--- src/rtl/sevenseg_scan_ctrl.sv ---
`default_nettype none
// +--------------------------------------------------------------------------+
// | sevenseg_scan_ctrl: multiplexed common-anode 7-seg scanner, double-buffer |
// | Revision: 1.0                                                            |
// +--------------------------------------------------------------------------+
module sevenseg_scan_ctrl #(
  parameter int NUM_DIGITS  = 4,
  parameter int REFRESH_DIV = 50000,
  parameter int GUARD       = 16
) (
  input  logic                    clk,
  input  logic                    rst,
  input  logic [4*NUM_DIGITS-1:0] load_data_i,
  input  logic [NUM_DIGITS-1:0]   load_dp_i,
  input  logic                    load_valid_i,
  output logic                    load_ready_o,
  input  logic                    lz_blank_i,
  input  logic                    disp_off_i,
  output logic [3:0]              digit_val_o,
  output logic                    digit_dp_o,
  output logic [NUM_DIGITS-1:0]   digit_en_o,
  output logic                    frame_start_o
);

  localparam int PW = (REFRESH_DIV > 1) ? $clog2(REFRESH_DIV) : 1;
  localparam int IW = $clog2(NUM_DIGITS);
  localparam logic [PW-1:0] C_PRESC_LAST = PW'(REFRESH_DIV - 1);
  localparam logic [PW-1:0] C_GUARD      = PW'(GUARD);
  localparam logic [IW-1:0] C_IDX_LAST   = IW'(NUM_DIGITS - 1);

  logic [PW-1:0]                presc_q, presc_d;
  logic [IW-1:0]                idx_q, idx_d;
  logic [NUM_DIGITS-1:0][3:0]   act_data_q, act_data_d;
  logic [NUM_DIGITS-1:0][3:0]   pend_data_q, pend_data_d;
  logic [NUM_DIGITS-1:0]        act_dp_q, act_dp_d;
  logic [NUM_DIGITS-1:0]        pend_dp_q, pend_dp_d;
  logic                         pend_full_q, pend_full_d;
  logic [3:0]                   digit_val_q, digit_val_d;
  logic                         digit_dp_q, digit_dp_d;
  logic [NUM_DIGITS-1:0]        digit_en_q, digit_en_d;
  logic                         frame_start_q, frame_start_d;

  logic w_slot_wrap;
  logic w_frame_wrap;
  logic w_xfer;
  logic w_upper_zero;
  logic w_lead_blank;

  assign w_slot_wrap  = (presc_q == C_PRESC_LAST);
  assign w_frame_wrap = w_slot_wrap && (idx_q == C_IDX_LAST);
  assign w_xfer       = load_valid_i && !pend_full_q;

  // Scan counters and the pending -> active double buffer.
  always_comb begin
    presc_d     = w_slot_wrap ? '0 : presc_q + 1'b1;
    idx_d       = idx_q;
    act_data_d  = act_data_q;
    act_dp_d    = act_dp_q;
    pend_data_d = pend_data_q;
    pend_dp_d   = pend_dp_q;
    pend_full_d = pend_full_q;
    if (w_slot_wrap) begin
      idx_d = (idx_q == C_IDX_LAST) ? '0 : idx_q + 1'b1;
    end
    if (w_frame_wrap && pend_full_q) begin
      act_data_d  = pend_data_q;
      act_dp_d    = pend_dp_q;
      pend_full_d = 1'b0;
    end
    // Only possible while pending is empty, so it never collides with the apply.
    if (w_xfer) begin
      pend_data_d = load_data_i;
      pend_dp_d   = load_dp_i;
      pend_full_d = 1'b1;
    end
  end

  // The current digit is a leading zero when it and every digit above it are zero.
  always_comb begin
    w_upper_zero = 1'b1;
    for (int i = 0; i < NUM_DIGITS; i++) begin
      if ((IW'(i) >= idx_q) && (act_data_q[i] != 4'd0)) begin
        w_upper_zero = 1'b0;
      end
    end
  end

  assign w_lead_blank = lz_blank_i && (idx_q != '0) && w_upper_zero && !act_dp_q[idx_q];

  always_comb begin
    digit_val_d   = act_data_q[idx_q];
    digit_dp_d    = act_dp_q[idx_q];
    digit_en_d    = '0;
    frame_start_d = (presc_q == '0) && (idx_q == '0);
    if ((presc_q >= C_GUARD) && !disp_off_i && !w_lead_blank) begin
      digit_en_d[idx_q] = 1'b1;
    end
  end

  always_ff @(posedge clk or posedge rst) begin
    if (rst) begin
      presc_q       <= '0;
      idx_q         <= '0;
      act_data_q    <= '0;
      act_dp_q      <= '0;
      pend_data_q   <= '0;
      pend_dp_q     <= '0;
      pend_full_q   <= 1'b0;
      digit_val_q   <= '0;
      digit_dp_q    <= 1'b0;
      digit_en_q    <= '0;
      frame_start_q <= 1'b0;
    end else begin
      presc_q       <= presc_d;
      idx_q         <= idx_d;
      act_data_q    <= act_data_d;
      act_dp_q      <= act_dp_d;
      pend_data_q   <= pend_data_d;
      pend_dp_q     <= pend_dp_d;
      pend_full_q   <= pend_full_d;
      digit_val_q   <= digit_val_d;
      digit_dp_q    <= digit_dp_d;
      digit_en_q    <= digit_en_d;
      frame_start_q <= frame_start_d;
    end
  end

  assign load_ready_o  = !pend_full_q;
  assign digit_val_o   = digit_val_q;
  assign digit_dp_o    = digit_dp_q;
  assign digit_en_o    = digit_en_q;
  assign frame_start_o = frame_start_q;

endmodule
`default_nettype wire

--- config.mk ---
export PLATFORM = sky130hd
export DESIGN_NAME = sevenseg_scan_ctrl
export DESIGN_NICKNAME = d
export VERILOG_FILES = /design/src/rtl/sevenseg_scan_ctrl.sv
export SDC_FILE = /design/constraint.sdc
export NUM_CORES = 1
export LEC_CHECK = 0
export CORE_AREA = 5 5 77 79
export CTS_CLUSTER_SIZE = 40
export DETAILED_ROUTE_END_ITERATION = 12
export DIE_AREA = 0 0 82 84
export DONT_BUFFER_PORTS = 1
export PLACE_DENSITY = 0.75
export SYNTH_ARGS = -nofsm -noshare
export SYNTH_HDL_FRONTEND = slang
export SYNTH_SLANG_ARGS = --single-unit
--- constraint.sdc ---
create_clock -name clk -period 6 [get_ports clk]
set_clock_uncertainty 0.05 [all_clocks]
set_input_delay 0.6 -clock clk [delete_from_list [all_inputs] [get_ports clk]]
set_output_delay 0.6 -clock clk [all_outputs]
set_load 0.02 [all_outputs]
Word level (Yosys, flattened, before mapping)
Cells that the tools add are included.

cells by class
  $add $sub $neg = 2
  equal/unequal tests = 2
  reduce and logical (&&, ||, !) cells = 26
  order comparisons = 7
  muxes and demuxes = 15

operators by type and width
  cell                                                                 number
  adder 16 x 1 -> 16 bit (second input constant)                       1
  == test 16 bit (second input constant)                               1
  greater-or-equal comparator 16 x 5 -> 1 bit (second input constant)  1
  logical NOT 16 bit                                                   1
  two-way mux 16 bit                                                   1
  nonzero test 4 bit                                                   4
  logical AND 1 bit                                                    14
  binary-select mux 4 bit (select 2 bit)                               1
  two-way mux 1 bit                                                    8
  two-way mux 4 bit                                                    2
  greater-or-equal comparator 1 x 2 -> 1 bit (first input constant)    2
  greater-or-equal comparator 2 bit (first input constant)             2
  logical NOT 1 bit                                                    4
  nonzero test 2 bit                                                   2
  < comparator 2 x 3 -> 1 bit (second input constant)                  1
  adder 2 x 1 -> 2 bit (second input constant)                         1
  binary-select mux 1 bit (select 2 bit)                               1
  demux 1 bit (select 2 bit)                                           1
  == test 2 bit (second input constant)                                1
  greater-or-equal comparator 2 x 1 -> 1 bit (second input constant)   1
  logical NOT 2 bit                                                    1
  two-way mux 2 bit                                                    1

storage, ports and cells
  output and inout bits = 11
  word-level logic and storage cells = 69
  register bits = 69

Longest topological paths before layout
Gate-level depths: netlist (run 1).

  depth after elaboration = 11
  mapped depth = 7
  depth with buffers taken out = 6

Worst setup path before layout (run 1)
No wires, ideal clock.

  path type = reg2reg
  start = reg idx_q[0]
  end = reg digit_en_q[2], in the netlist digit_en_o[2]
  data required time = 5.830 ns
  data arrival time = 2.027 ns
  slack = 3.803 ns
  cell stages (with the launch flop) = 8
  path through = dfrtp_1 > buf_2 > inv_1 > ha_1 > or4b_1 > a2111oi_2 > o21ai_1 > and3_1

between the ends
  longest elaborated chain between the ends = 11

RTL lines
  what                                        RTL line  text
  start: declaration                          32        logic [IW-1:0] idx_q, idx_d;
  start signal: assignment                    115       idx_q <= idx_d;
  greater-or-equal comparator 1 x 2 -> 1 bit  82        if ((IW'(i) >= idx_q) && (act_data_q[i] != 4'd0)) begin
  logical AND 1 bit                           82
  two-way mux 1 bit (4 in series)             82
  logical AND 1 bit (2 in series)             88        assign w_lead_blank = lz_blank_i && (idx_q != '0) && w_upper_zero && !act_dp_q[idx_q];
  logical NOT 1 bit                           95        if ((presc_q >= C_GUARD) && !disp_off_i && !w_lead_blank) begin
  logical AND 1 bit                           95
  two-way mux 4 bit (*)                       95
  net digit_en_d[2]                           40        logic [NUM_DIGITS-1:0] digit_en_q, digit_en_d;
  end signal: assignment                      123       digit_en_q <= digit_en_d;
  end: declaration                            40

Mark *: on every way through the listed nets, which the timed path passes. The rest lies on a longest branch. The select of a mux whose other input is x is not followed.
A chain may end at the register's enable or synchronous reset.

Worst setup path in the final report (run 1)
Same ends and word-level chain as after synthesis.

==> results of run 1 <==
## routing by layer
layer	routed length, um	track usage [%]	part of all wire (%)
met1	2270	23.2	45
met2	2390	24.1	48
met3	225	5.08	4.5
met4	135	9.97	2.7
met5	0	0	0
## final timing paths
path / start / endpoint / slack (ps)
setup / recovery: idx_q[0] / digit_en_o[2] / 3550
hold / removal: rst / act_data_q[7] / 340
setup reg to reg: idx_q[0] / digit_en_o[2] / 3550
hold reg to reg: presc_q[15] / presc_q[15] / 440
max in group asynchronous: rst / presc_q[12] / 5030
min in group clk: load_valid_i / pend_full_q / 340
## cells in the mapped netlist, types with 2 or more instances
library cell | n | area, um^2
sky130_fd_sc_hd__and3_1 | 4 | 25.0
sky130_fd_sc_hd__buf_2 | 2 | 10.0
sky130_fd_sc_hd__buf_6 | 2 | 22.5
sky130_fd_sc_hd__dfrtp_1 | 69 | 1730
sky130_fd_sc_hd__ha_1 | 7 | 87.6
sky130_fd_sc_hd__inv_1 | 10 | 37.5
sky130_fd_sc_hd__mux2_2 | 22 | 248
sky130_fd_sc_hd__mux2_4 | 19 | 285
sky130_fd_sc_hd__mux4_2 | 5 | 113
sky130_fd_sc_hd__nand2_1 | 10 | 37.5
sky130_fd_sc_hd__nand3_1 | 4 | 20.0
sky130_fd_sc_hd__nand4_1 | 3 | 18.8
sky130_fd_sc_hd__nor2_1 | 13 | 48.8
sky130_fd_sc_hd__nor2b_1 | 2 | 12.5
sky130_fd_sc_hd__nor3_1 | 6 | 30.0
sky130_fd_sc_hd__nor4_1 | 5 | 31.3
sky130_fd_sc_hd__o21ai_0 | 2 | 10.0
sky130_fd_sc_hd__or4_1 | 2 | 15.0
sky130_fd_sc_hd__xnor2_1 | 7 | 61.3
sky130_fd_sc_hd__xor2_1 | 6 | 52.6
## registers in the layout (all words and copies together) (netlist names)
name / flops
act_data_q: 16
act_dp_q: 4
pend_data_q: 16
presc_q: 16
pend_full_q: 1
idx_q: 2
frame_start_o: 1
digit_dp_o: 1
digit_val_o: 4
digit_en_o: 4
pend_dp_q: 4
## area by class of cell
| class | instances | area, um^2 | area share [%] |
|---|---|---|---|
| Antenna cell | 1 | 2.50 | 0.0762 |
| Clock buffer | 12 | 145 | 4.42 |
| Clock inverter | 4 | 47.5 | 1.45 |
| Inverter | 10 | 37.5 | 1.14 |
| Multi-Input combinational cell | 130 | 1220 | 37.1 |
| Sequential cell | 69 | 1730 | 52.6 |
| Tap cell | 72 | 90.1 | 2.74 |
| Timing Repair Buffer | 2 | 15.0 | 0.457 |
## cells in the final DEF (no fill, tap or decap), types with 2 or more instances in the layout
cell and n:
sky130_fd_sc_hd__clkinv_2 2, sky130_fd_sc_hd__mux4_2 5, sky130_fd_sc_hd__xnor2_1 7, sky130_fd_sc_hd__nand3_1 4, sky130_fd_sc_hd__buf_4 2, sky130_fd_sc_hd__xor2_1 6
sky130_fd_sc_hd__nor3_1 6, sky130_fd_sc_hd__nor4_1 5, sky130_fd_sc_hd__clkbuf_1 2, sky130_fd_sc_hd__ha_1 7, sky130_fd_sc_hd__clkbuf_8 10, sky130_fd_sc_hd__or4_1 2
sky130_fd_sc_hd__nand4_1 3, sky130_fd_sc_hd__o21ai_0 2, sky130_fd_sc_hd__nor2_1 13, sky130_fd_sc_hd__dfrtp_1 69, sky130_fd_sc_hd__nand2_1 10, sky130_fd_sc_hd__inv_1 9
sky130_fd_sc_hd__mux2_4 19, sky130_fd_sc_hd__mux2_2 22, sky130_fd_sc_hd__and3_1 4
## through the flow
step                instance area (um^2)  worst slack [ps]  util [%]
finish                              3280              3550      62.3
global route                        3280              3330      62.3
CTS                                 3280              3520      62.3
detailed placement                  3090              3540      58.6
global placement                    3090              3660      58.6
floorplan                           3020              3610         -
## power by group through the flow
| stage | combinational (mW) | sequential (mW) | clock [mW] |
|---|---|---|---|
| CTS | 0.0258 | 0.490 | 0.378 |
| detailed placement | 0.0258 | 0.499 | 0 |
| global placement | 0.0249 | 0.498 | 0 |
| finish | 0.0249 | 0.490 | 0.369 |
| global route | 0.0289 | 0.492 | 0.403 |
| floorplan | 0.0216 | 0.496 | 0 |
## cell families (layout without fill, tap and decap cells)
family                   after synthesis  after routing  share of synthesized area (%)
multiplexers                          47             47                           21.7
buffers and inverters                 16             28                           2.57
AO/OA/AOI/OAI                          6              6                           1.45
AND/OR/NAND/NOR                       57             57                           10.4
flip-flops                            69             69                           57.2
adder cells (fa/ha/maj)                7              7                           2.90
other                                  0              1                              0
XOR/XNOR                              13             13                           3.77
==> metrics.log, run 1 <==
[metrics] post-layout instance count excluding filler cells: 300
[metrics] async set or reset register ratio after synthesis: 100%
[metrics] via count of the first global-routing pass: 1,692
[metrics] data arrival at the endpoint of the critical path: 2630 ps
[metrics] initial antenna violation count: 1
[metrics] Crit Path Class: flip-flop to flip-flop
[metrics] VDD IR-drop max: 0.153 mV
[metrics] sequential power share: 55.5%
[metrics] via density per instance: 5.39
[metrics] first-pass GRT wire length: 8.73 mm
[metrics] clock tree from TritonCTS: done
[metrics] RSZ-0062 raised after global routing: false
[metrics] Cell Pwr Density: 269 nW/um^2
[metrics] layout-stage area growth over the synthesis result: 8.70%
[metrics] total clock sinks: 69
[metrics] Min-Delay Path Class: input pin to asynchronous set/reset pin
[metrics] post-synthesis sequential element count: 69
[metrics] first-pass iteration count of the detailed router: 4
[metrics] count of flip-flops with a built-in enable after synthesis: 0
[metrics] vertical extent of the die: 84 um
[metrics] maximum capacitance violations: 0
[metrics] logic depth of the worst setup path including buffers: 6
[metrics] cell row count: 27
[metrics] clock-pin slew reported for the worst setup and hold paths after clock tree synthesis: 70 ps
[metrics] number of endpoints with negative hold slack in the final report: 0
[metrics] delay of the slowest cell on the worst path: 630 ps
[metrics] number of synthesis warnings: 0
[metrics] cell total after placement: 283
[metrics] die span in x: 82 um
[metrics] initial standard-cell utilization of the core: 57.3%
[metrics] number of buffers added on ports: 0
[metrics] fill count: 432
[metrics] predominant post-synthesis flop cell: sky130_fd_sc_hd__dfrtp_1
[metrics] final net count: 254
[metrics] All-Layer GR Usage: 17.1%
[metrics] Max clock buf depth: 2
[metrics] post-cts resize count: 0
[metrics] number of vias in the routed layout: 1,617
[metrics] Final period util: 40.8%
[metrics] nature of the critical path startpoint: flip-flop
[metrics] final setup vio count: 0
[metrics] power share of the combinational group: 2.8%
[metrics] max-slew headroom at the worst pin: 35.3%
[metrics] floorplan core area: 5270 um^2
[metrics] transition at the pin with the smallest max-transition slack: 966 ps
[metrics] worst hold-check slack: 338 ps
[metrics] number of slew-limit violations in the final report: 0
[metrics] aggregate routed wire length: 5.02 mm
[metrics] mean instance size in the synthesized netlist: 14.0 um^2
[metrics] # DRC: 0
[metrics] part of the total power dissipated in the clock network: 41.7%
[metrics] first-iteration detailed-routing DRC count: 80
[metrics] worst skew pair latency: 340 ps
[metrics] slowest library cell on the worst path: sky130_fd_sc_hd__dfrtp_1
[metrics] drt wl/cell: 16.7 um
[metrics] achievable clock frequency: 409 MHz
[metrics] number of library cell types mapped by synthesis: 35
[metrics] highest net fanout along the worst path: 10
[metrics] sw frac: 21.2%
[metrics] Detail Route Antenna Nets: 0
[metrics] DPL Wire Length: 3.54 mm
[metrics] status: finished clean
[metrics] num ports: 36
[metrics] total negative slack for setup checks: 0 ps
[metrics] combined area of all synthesized cells: 3020 um^2
[metrics] Required @ worst endpoint: 6180 ps
[metrics] Final Critical Period: 2450 ps
[metrics] Post-Syn Instances: 215
[metrics] count of buffers added by post-CTS timing repair for setup: 0
[metrics] total leakage power: 1.54 nW
[metrics] sequential element share of the synthesized area: 57.2%
[metrics] Int Power: 696 uW
[metrics] Clock Tree Root: sky130_fd_sc_hd__clkbuf_8
[metrics] Inserted Clock Buffers: 9
[metrics] maximum level of the CTS H-tree: 3
[metrics] number of buffers inserted by hold repair at cts: 0
[metrics] crit path capture type: flip-flop
[metrics] Final GP Congestion: 0.859
[metrics] cells traversed along the worst timing path: inv_1, ha_1, or4b_1, a2111oi_2, o21ai_1, and3_1
[metrics] overall power consumption: 883 uW
[metrics] total congestion overflow: 0
[metrics] share of cells above drive strength 1: 30.8%
[metrics] largest net degree at the start of global routing: 70
[metrics] family with the most delay on the worst path: simple AND/OR/NAND/NOR gates
[metrics] net count of the mapped netlist: 247
[metrics] cell depth of the worst flop-to-flop path: 6
[metrics] WP buf/inv: 1
[metrics] net switching component of the power: 187 uW
[metrics] die area: 6890 um^2
(Power assumes the default switching activity.)
==> inputs of run 2 (changes only) <==
--- a/config.mk
+++ b/config.mk
@@ -5,12 +5,12 @@
 export SDC_FILE = /design/constraint.sdc
 export NUM_CORES = 1
 export LEC_CHECK = 0
-export CORE_AREA = 5 5 77 79
+export CORE_AREA = 5 5 80 82
 export CTS_CLUSTER_SIZE = 40
 export DETAILED_ROUTE_END_ITERATION = 12
-export DIE_AREA = 0 0 82 84
+export DIE_AREA = 0 0 85 87
 export DONT_BUFFER_PORTS = 1
-export PLACE_DENSITY = 0.75
+export PLACE_DENSITY = 0.72
 export SYNTH_ARGS = -nofsm -noshare
 export SYNTH_HDL_FRONTEND = slang
 export SYNTH_SLANG_ARGS = --single-unit
==> constraint.sdc (replaced) <==
create_clock -name clk -period 2.2 [get_ports clk]
set_clock_uncertainty 0.05 [all_clocks]
set_input_delay 0.22 -clock clk [delete_from_list [all_inputs] [get_ports clk]]
set_output_delay 0.22 -clock clk [all_outputs]
set_load 0.02 [all_outputs]
==> run 2 against run 1 <==
Non-clock buffer count increased by 30. Cell count increased by 10%. Fmax increased by 16%. Utilization increased by 1.4 points. Clock power increased to 2.7 times the previous value. Routed wire length increased by 12%. Die area increased by 7.4%. First-iteration DRC count decreased by 23%. Sequential cell count unchanged. Hold slack got worse by 310 ps. Via count increased by 7.7%. Sequential share of layout area decreased by 4.8 points.
==> metrics.log, run 2 (synthesis results as in run 1) <==
[metrics] maximum capacitance violations: 0 (unchanged)
[metrics] final setup vio count: 0 (unchanged)
[metrics] reg2reg start: presc_q[1]
[metrics] post-layout instance count excluding filler cells: 330 (+10%)
[metrics] first-pass iteration count of the detailed router: 4 (unchanged)
[metrics] maximum level of the CTS H-tree: 3 (unchanged)
[metrics] highest net fanout along the worst path: 10 (unchanged)
[metrics] die area: 7400 um^2 (+7.4%)
[metrics] Min-Delay Path Class: input pin to flip-flop
[metrics] delay of the slowest cell on the worst path: 420 ps (-210 ps)
[metrics] share of cells above drive strength 1: 30.3% (-0.52 points)
[metrics] final net count: 284 (+12%)
[metrics] Final GP Congestion: 0.885 (+3.0%)
[metrics] # DRC: 0 (unchanged)
[metrics] setup slack of the worst register-to-register path: 80 ps (-3470 ps)
[metrics] floorplan core area: 5680 um^2 (+7.7%)
[metrics] layout-stage area growth over the synthesis result: 19.7%
[metrics] total leakage power: 1.68 nW (+9.5%)
[metrics] cell area after placement: 3170 um^2 (+2.6%)
[metrics] data arrival at the endpoint of the critical path: 2290 ps (-340 ps)
[metrics] aggregate routed wire length: 5.61 mm (+12%)
[metrics] drt wl/cell: 17.0 um (+1.5%)
[metrics] number of slew-limit violations in the final report: 0 (unchanged)
[metrics] share of the core filled with cells in the final layout: 63.7% (+1.4 points)
[metrics] Detail Route met3 WL: 249 um (+11%)
[metrics] num ports: 36 (unchanged)
[metrics] largest registers: act_data_q x16, pend_data_q x16, presc_q x16
[metrics] overall power consumption: 2.43 mW (+180%)
[metrics] Detail Route Antenna Nets: 0 (unchanged)
[metrics] All-Layer GR Usage: 16.7% (-0.45 points)
[metrics] setup slack of the critical path after layout: 82.9 ps (-3470 ps)
[metrics] initial antenna violation count: 1 (unchanged)
[metrics] worst hold-check slack: 27.3 ps (-310 ps)
[metrics] Final period util: 96.2% (+55 points)
[metrics] max-slew headroom at the worst pin: 67.0% (+32 points)
[metrics] highest-count cells in the layout ignoring fill and taps: 69 x sky130_fd_sc_hd__dfrtp_1, 22 x sky130_fd_sc_hd__mux2_2, 22 x sky130_fd_sc_hd__dlygate4sd3_1
[metrics] crit path capture type: flip-flop
[metrics] Crit Path Class: flip-flop to flip-flop
[metrics] VDD IR-drop max: 0.406 mV (+170%)
[metrics] r2r endpoint: act_data_q[7]
[metrics] Clock Tree Root: sky130_fd_sc_hd__clkbuf_8
[metrics] status: finished clean
[metrics] cell total after placement: 293 (+3.5%)
[metrics] first-pass GRT wire length: 9.34 mm (+7.0%)
[metrics] cell row count: 28 (+3.7%)
[metrics] post-route standard cell area excluding fillers: 3620 um^2 (+10%)
[metrics] highest signal layer in the routed design: met4
[metrics] total negative slack for setup checks: 0 ps (unchanged)
[metrics] largest net degree at the start of global routing: 70 (unchanged)
[metrics] Required @ worst endpoint: 2370 ps (-3810 ps)
[metrics] total clock sinks: 69 (unchanged)
[metrics] Cell Pwr Density: 673 nW/um^2 (+150%)
[metrics] Final Critical Period: 2120 ps (-329 ps)
[metrics] first-iteration detailed-routing DRC count: 62 (-23%)
[metrics] DPL Wire Length: 3.68 mm (+4.2%)
[metrics] Inserted Clock Buffers: 9 (unchanged)
[metrics] pre-CTS setup slack: 78.3 ps (-3460 ps)
[metrics] detailed route wirelength on metal2: 2.75 mm (+15%)
[metrics] critical path capture point: act_data_q[7]
[metrics] number of vias in the routed layout: 1,742 (+7.7%)
[metrics] worst skew pair latency: 340 ps (about the same)
[metrics] nature of the critical path startpoint: flip-flop
[metrics] most common cell after layout, fill and taps aside: sky130_fd_sc_hd__dfrtp_1
[metrics] transition at the pin with the smallest max-transition slack: 490 ps (-476 ps)
[metrics] number of endpoints with negative hold slack in the final report: 0 (unchanged)
[metrics] vertical extent of the die: 87 um (+3.6%)
[metrics] clock-pin slew reported for the worst setup and hold paths after clock tree synthesis: 70 ps (about the same)
[metrics] startpoint of the worst setup timing path: presc_q[1]
[metrics] cells traversed along the worst timing path: ha_1, nand3_2, or3_4, nor3_4, clkbuf_16, mux2_4
[metrics] wire length on met1: 2.47 mm (+9.0%)
[metrics] via density per instance: 5.28 (-2.1%)
[metrics] number of buffers added on ports: 0 (unchanged)
[metrics] clock tree from TritonCTS: done
[metrics] die span in x: 85 um (+3.7%)
[metrics] cell depth of the worst flop-to-flop path: 6 (unchanged)
[metrics] initial standard-cell utilization of the core: 53.2% (-4.1 points)
[metrics] achievable clock frequency: 472 MHz (+16%)
[metrics] via count of the first global-routing pass: 1,905 (+13%)
[metrics] total congestion overflow: 0 (unchanged)
[metrics] Max clock buf depth: 2 (unchanged)
[metrics] slowest library cell on the worst path: sky130_fd_sc_hd__or3_4
-- run 2: changes by cell type in the layout (fill, tap and decap cells not counted), moves of 2 or more --
cell / change
sky130_fd_sc_hd__buf_4: +5
sky130_fd_sc_hd__clkbuf_1: -2
sky130_fd_sc_hd__buf_12: +2
sky130_fd_sc_hd__dlygate4sd3_1: +22
-- run 2: worst min-delay path by stage --
stage / from / endpoint / slack (ps) / depth (start not counted)
global placement: rst / digit_val_o[3] / 160 / 2
floorplan: load_valid_i / pend_full_q / 290 / 2
CTS: disp_off_i / digit_en_o[1] / 20 / 3
finish: disp_off_i / digit_en_o[1] / 30 / 3
global route: disp_off_i / digit_en_o[1] / 50 / 3
detailed placement: rst / presc_q[12] / 160 / 2
-- run 2: timing repair --
item	4_1_cts	5_1_grt
endpoints found under the hold margin	90	0
setup endpoints to repair	0	3
gates resized for setup	0	1
hold buffers	22	0
buffers inserted	0	0
-- run 2: power breakdown --
part | leakage, nW | internal (mW) | switching (mW)
registers | 0.911 | 1.31 | 0.0248
clock network | 0.0971 | 0.564 | 0.429
logic | 0.676 | 0.0630 | 0.0396
total | 1.68 | 1.94 | 0.493
-- run 2: critical path, delay by kind of cell, from the launching register on --
kind                     cells  cell delay (ps)
AND/OR/NAND/NOR              3              780
multiplexers                 1              300
buffers and inverters        1              240
adder cells (fa/ha/maj)      1              220
flip-flops                   1              400
-- run 2: per-layer routing --
layer / GRT usage [%] / vias to the layer above
li1: - / 823
met1: 20.2 / 865
met2: 26.6 / 41
met3: 5.30 / 13
met4: 9.21 / 0
met5: 0 / -
-- run 2: final cells by class --
type,instances,area [um^2]
Clock inverter,2,35.0
Sequential cell,69,1730
Inverter,10,37.5
Antenna cell,1,2.50
Clock buffer,11,151
Timing Repair Buffer,32,338
Fill cell,436,2060
Multi-Input combinational cell,130,1230
Tap cell,75,93.8
==> inputs of run 3 (changes only) <==
--- a/config.mk
+++ b/config.mk
@@ -10,6 +10,7 @@
 export DETAILED_ROUTE_END_ITERATION = 12
 export DIE_AREA = 0 0 85 87
 export DONT_BUFFER_PORTS = 1
+export GPL_ROUTABILITY_DRIVEN = 0
 export PLACE_DENSITY = 0.72
 export SYNTH_ARGS = -nofsm -noshare
 export SYNTH_HDL_FRONTEND = slang
==> results of run 3 <==
Same layout as run 2: the final DEF is identical, and so are final timing and power.
